File: config.mk
export PLATFORM = sky130hd
export DESIGN_NAME = scan_encoder
export DESIGN_NICKNAME = d
export VERILOG_FILES = /design/src/rtl/scan_encoder.sv
export SDC_FILE = /design/constraint.sdc
export NUM_CORES = 1
export LEC_CHECK = 0
export CAP_MARGIN = 20
export CORE_MARGIN = 2
export CORE_UTILIZATION = 41
export CTS_CLUSTER_DIAMETER = 40
export CTS_CLUSTER_SIZE = 12
export DETAILED_ROUTE_END_ITERATION = 12
export PLACE_DENSITY = 0.76
export SLEW_MARGIN = 10
export SYNTH_ARGS = -nofsm -noshare
export SYNTH_HDL_FRONTEND = slang
export SYNTH_SLANG_ARGS = --single-unit
File: constraint.sdc
create_clock -name clk -period 1.9 [get_ports clk]
set_input_delay 0.475 -clock clk [delete_from_list [all_inputs] [get_ports clk]]
set_output_delay 0.475 -clock clk [all_outputs]
set_load 0.01 [all_outputs]
File: src/rtl/scan_encoder.sv
// Sequential set-bit encoder: accepts an N-bit request vector and emits the
// index of each set bit, one per output handshake, in LSB-first or round-robin order.
module scan_encoder #(
   parameter  int N           = 8,
   parameter  int ROUND_ROBIN = 0,
   localparam int IW          = $clog2(N)
) (
   input  logic          clk,
   input  logic          rst_n,
   input  logic          in_valid,
   output logic          in_ready,
   input  logic [N-1:0]  in_vec,
   output logic          out_valid,
   input  logic          out_ready,
   output logic [IW-1:0] out_idx,
   output logic          out_last,
   output logic          zero_err
);

   typedef enum logic {S_IDLE, S_EMIT} state_t;

   state_t          r_state;
   state_t          w_state_nxt;
   logic [N-1:0]    r_pending;
   logic [IW-1:0]   r_ptr;
   logic            r_zero_err;

   logic [IW-1:0]   w_sel_lo;
   logic [IW-1:0]   w_sel_hi;
   logic [IW-1:0]   w_sel;
   logic            w_found_hi;
   logic            w_single;
   logic            w_accept;
   logic            w_pop;

   // NOTE: every signal driven in always_comb gets a default first, so no path leaves it unassigned (no latch).
   always_comb begin
      w_sel_lo   = '0;
      w_sel_hi   = '0;
      w_found_hi = 1'b0;
      // Scanning downward leaves the lowest matching index in each candidate.
      for (int i = N - 1; i >= 0; i--) begin
         if (r_pending[i]) begin
            w_sel_lo = IW'(i);
            if (i >= int'(r_ptr)) begin
               w_sel_hi   = IW'(i);
               w_found_hi = 1'b1;
            end
         end
      end
      w_sel = ((ROUND_ROBIN != 0) && w_found_hi) ? w_sel_hi : w_sel_lo;
   end

   assign w_single = (r_pending & (r_pending - N'(1))) == '0;
   assign w_accept = (r_state == S_IDLE) && in_valid;
   assign w_pop    = (r_state == S_EMIT) && out_ready;

   always_comb begin
      w_state_nxt = r_state;
      case (r_state)
         S_IDLE:  if (in_valid && (in_vec != '0)) w_state_nxt = S_EMIT;
         S_EMIT:  if (out_ready && w_single)      w_state_nxt = S_IDLE;
         default: w_state_nxt = S_IDLE;
      endcase
   end

   // NOTE: sequential state uses non-blocking assignments so all registers update from pre-edge values.
   always_ff @(posedge clk or negedge rst_n) begin
      if (!rst_n) r_state <= S_IDLE;
      else        r_state <= w_state_nxt;
   end

   always_ff @(posedge clk or negedge rst_n) begin
      if (!rst_n) begin
         r_pending  <= '0;
         r_ptr      <= '0;
         r_zero_err <= 1'b0;
      end else begin
         r_zero_err <= w_accept && (in_vec == '0);
         if (w_accept) begin
            r_pending <= in_vec;
         end else if (w_pop) begin
            r_pending <= r_pending & ~(N'(1) << w_sel);
            if (ROUND_ROBIN != 0)
               r_ptr <= (w_sel == IW'(N - 1)) ? '0 : w_sel + 1'b1;
         end
      end
   end

   assign in_ready  = (r_state == S_IDLE);
   assign out_valid = (r_state == S_EMIT);
   assign out_idx   = out_valid ? w_sel : '0;
   assign out_last  = out_valid && w_single;
   assign zero_err  = r_zero_err;

endmodule
==> results.md <==
* Synth cell count leaders: dfrtp_1 (10), o21ai_0 (8), nand2_1 (6), nor2_1 (6)
* Power per cell area at 1950 nW/um2
* Xor and xnor area share after synthesis at 0%
* Sink Count at 10
* Slew headroom at 68.8%
* Final setup margin at -0.297 ns
* Max VDD drop at 1.41 mV
* Post-route DRC at 0
* Most area-hungry cell type in the Yosys netlist: dfrtp_1
* Crit-path cells: or4_4, nor4_4, nor3_2, nor3_2, buf_2
* Worst EP required at 1.42 ns
* Detailed-placement wirelength estimate at 1570 um
* Die Ht at 44.3 um
* Ratio of cells with drive above 1 in the final layout at 47.5%
* Number of synthesized register bits at 10
* Row count at 14
* Vias in the first global route at 763
* Number of synthesized flops with an enable pin at 0
* Setup Crit Path Kind: reg -> out
* Worst-Margin Slew at 0.467 ns
* Avg WL per Cell at 16.6 um
* Post-Synthesis Net Count at 87
* Place WS at -0.418 ns
* Leakage power at 0.524 nW
* Routed Antenna Nets at 0
* Status: finished with violations
* CP startpoint kind: register
* Final net count at 136
* Largest net degree at the start of global routing at 12
* Ys flop type: dfrtp_1
* Count of pins over their slew limit at 0
* Global-route wire length before repair at 3590 um
* Placed inst area at 1020 um2
* Post-route minimum period at 2.20 ns
* Fin Clk Skew at 0.0105 ns
* CORE AREA at 1510 um2
* Final setup fails at 3
* Compound-Gate Fraction of Synth Area at 23.5%
* Post-synthesis mux area share at 3.01%
* Final period util at 116%
* Cells after Synth at 75
* Critical path arrival at 1.72 ns
* Hold_ws at 0.524 ns
* Initial Utilization at 44.2%
* Avg Cell Area, Syn at 8.88 um2
* Vias per cell at 5.56
* Distinct cells, synth at 30
* Worst min path class: in -> async
* Die Wd at 44.3 um
* Max cap viols at 0
* Fin. Hold Viols at 0
* H-tree Lvls at 1
* Total CTS buffers at 3
* Port bufs at 18
* CTS tree: done
* I/O pins at 19
* Worst path slowest cell: or4_4
* DR iter-0 viols at 9
* Fmax at 455 MHz
* Overflow after GRT at 0
* Post-synthesis sequential area ratio at 37.6%
* GRT Total Usage at 25.8%
* Crit Path Max Fanout at 3
* Asr flop ratio synth at 100%
* Simple logic cell fraction of the synthesized area at 25.2%
* Area share of the largest cell type after synthesis at 37.6%
* Post-Route WL at 2280 um
* Top-count cell post-synth: dfrtp_1
* Routability cong. at 0.828
* Via Count at 767
* Netlist Area Pre-Place at 666 um2
* Area delta synth->final at 72.4%
* Filler cell count in the final layout at 105
* Utilization after layout at 76.2%
* Top cells by area, synth: dfrtp_1 (38%), o21ai_0 (6.0%), a211oi_1 (4.5%)
* Yosys warning total at 0
* Worst path most repeated cell: nor3_2
* Worst reg-to-reg path cell count at 5
* ANT cells at 0
* Worst path max stage delay at 0.60 ns
* Fin area at 1150 um2
* Reg clk slew, reported paths at 0.06 ns
* Die area at 1960 um2
* CTS Buffer Depth at 2
* Synth Area in Adders at 1.50%
* Crit end category: output pin
* Detailed-router iteration count before antenna repair at 4
* Initial antenna violation count at 0
* RSZ-0062 raised after global routing: true
* Main combinational cell family by area after synthesis: simple AND/OR/NAND/NOR gates
* Clock Latency Late Sink at 0.27 ns
* Failing checks: negative setup slack
* Root Buffer: clkbuf_4
-- report_power, final --
part | internal (mW) | switching (mW) | total (mW)
Clock | 0.0730 | 0.0683 | 0.141
Sequential | 0.301 | 0.0947 | 0.395
Combinational | 0.921 | 0.783 | 1.70
Total | 1.29 | 0.946 | 2.24
-- kinds of logic after synthesis --
family / Yosys count
flip-flops: 10
AND/OR/NAND/NOR: 28
multiplexers: 2
buffers and inverters: 11
adder cells (fa/ha/maj): 1
AO/OA/AOI/OAI: 23
-- routing by layer --
layer | vias up | GRT usage (%) | wire [um] | share of wire [%]
li1 | 373 | - | - | -
met3 | 5 | 7.35 | 121 | 5.3
met2 | 25 | 42.9 | 1190 | 52
met4 | 0 | 7.27 | 58 | 2.5
met5 | - | 0 | 0 | 0
met1 | 364 | 32.7 | 910 | 40
-- cell usage in the layout (no fill, tap or decap), drive strengths merged --
cell type / synthesis / final
nor3: 6 / 6
buf: 4 / 36
and2b: 1 / 1
o21ai: 8 / 8
a211oi: 4 / 4
or4: 1 / 1
inv: 5 / 5
dfrtp: 10 / 10
a21o: 1 / 1
o31ai: 2 / 2
o41ai: 1 / 1
o31a: 1 / 1
clkdlybuf4s50: 0 / 13
a21oi: 1 / 1
a2111oi: 1 / 1
nor4: 4 / 4
maj3: 1 / 1
nand2b: 1 / 1
a22o: 3 / 3
nor4b: 1 / 1
nand2: 6 / 6
mux2i: 2 / 2
nor2: 6 / 6
a31oi: 1 / 1
clkbuf: 2 / 3
or2: 1 / 1
nor2b: 1 / 1
dlymetal6s2s: 0 / 1
-- worst paths after layout --
| path | slack, ns | to | start |
|---|---|---|---|
| max in group asynchronous | 1.02 | r_pending[5] | rst_n |
| hold reg to reg | 0.68 | r_pending[0] | r_pending[0] |
| min in group clk | 0.68 | r_pending[0] | r_pending[0] |
| setup / recovery | -0.30 | out_last | r_pending[0] |
| hold / removal | 0.52 | r_pending[2] | rst_n |
| setup reg to reg | 0.04 | r_pending[7] | r_pending[0] |
-- per-stage QoR --
stage                     setup TNS [ns]  std cells  total power, mW
after floorplan                   -0.112         75             1.07
after global placement             -1.17        128             1.72
after detailed placement           -1.42        128             1.76
after CTS                         -0.673        139             2.12
after global routing              -0.976        138             2.37
final                             -0.656        138             2.24
-- registers in the layout, summed over array words and instances, names as in the netlist --
register   flops
zero_err       1
r_pending      8
out_valid      1
-- critical path, delay by kind of cell (launching register included) --
| kind | cells | cell delay (ns) |
|---|---|---|
| and+or+nand+nor | 4 | 0.93 |
| DFF | 1 | 0.38 |
| buffers and inverters | 1 | 0.14 |
-- repair_timing --
action                                  in CTS  in global routing
hold buffers                                 0                  0
endpoints found under the hold margin        0                  0
setup buffers                                8                  0
resized for setup                           30                  8
cloned                                       0                  0
endpoints found under the setup margin       6                  8
pin swaps                                    3                  5
-- cell type report --
cell class              count  area [um2]  area share, %
clock buffers               3        22.5           1.96
well taps                  16        20.0           1.74
inverters                   5        18.8           1.64
repair buffers             50         403           35.1
multi-input cells          54         430           37.5
flip-flops and latches     10         253           22.0
(Power assumes the default switching activity.)
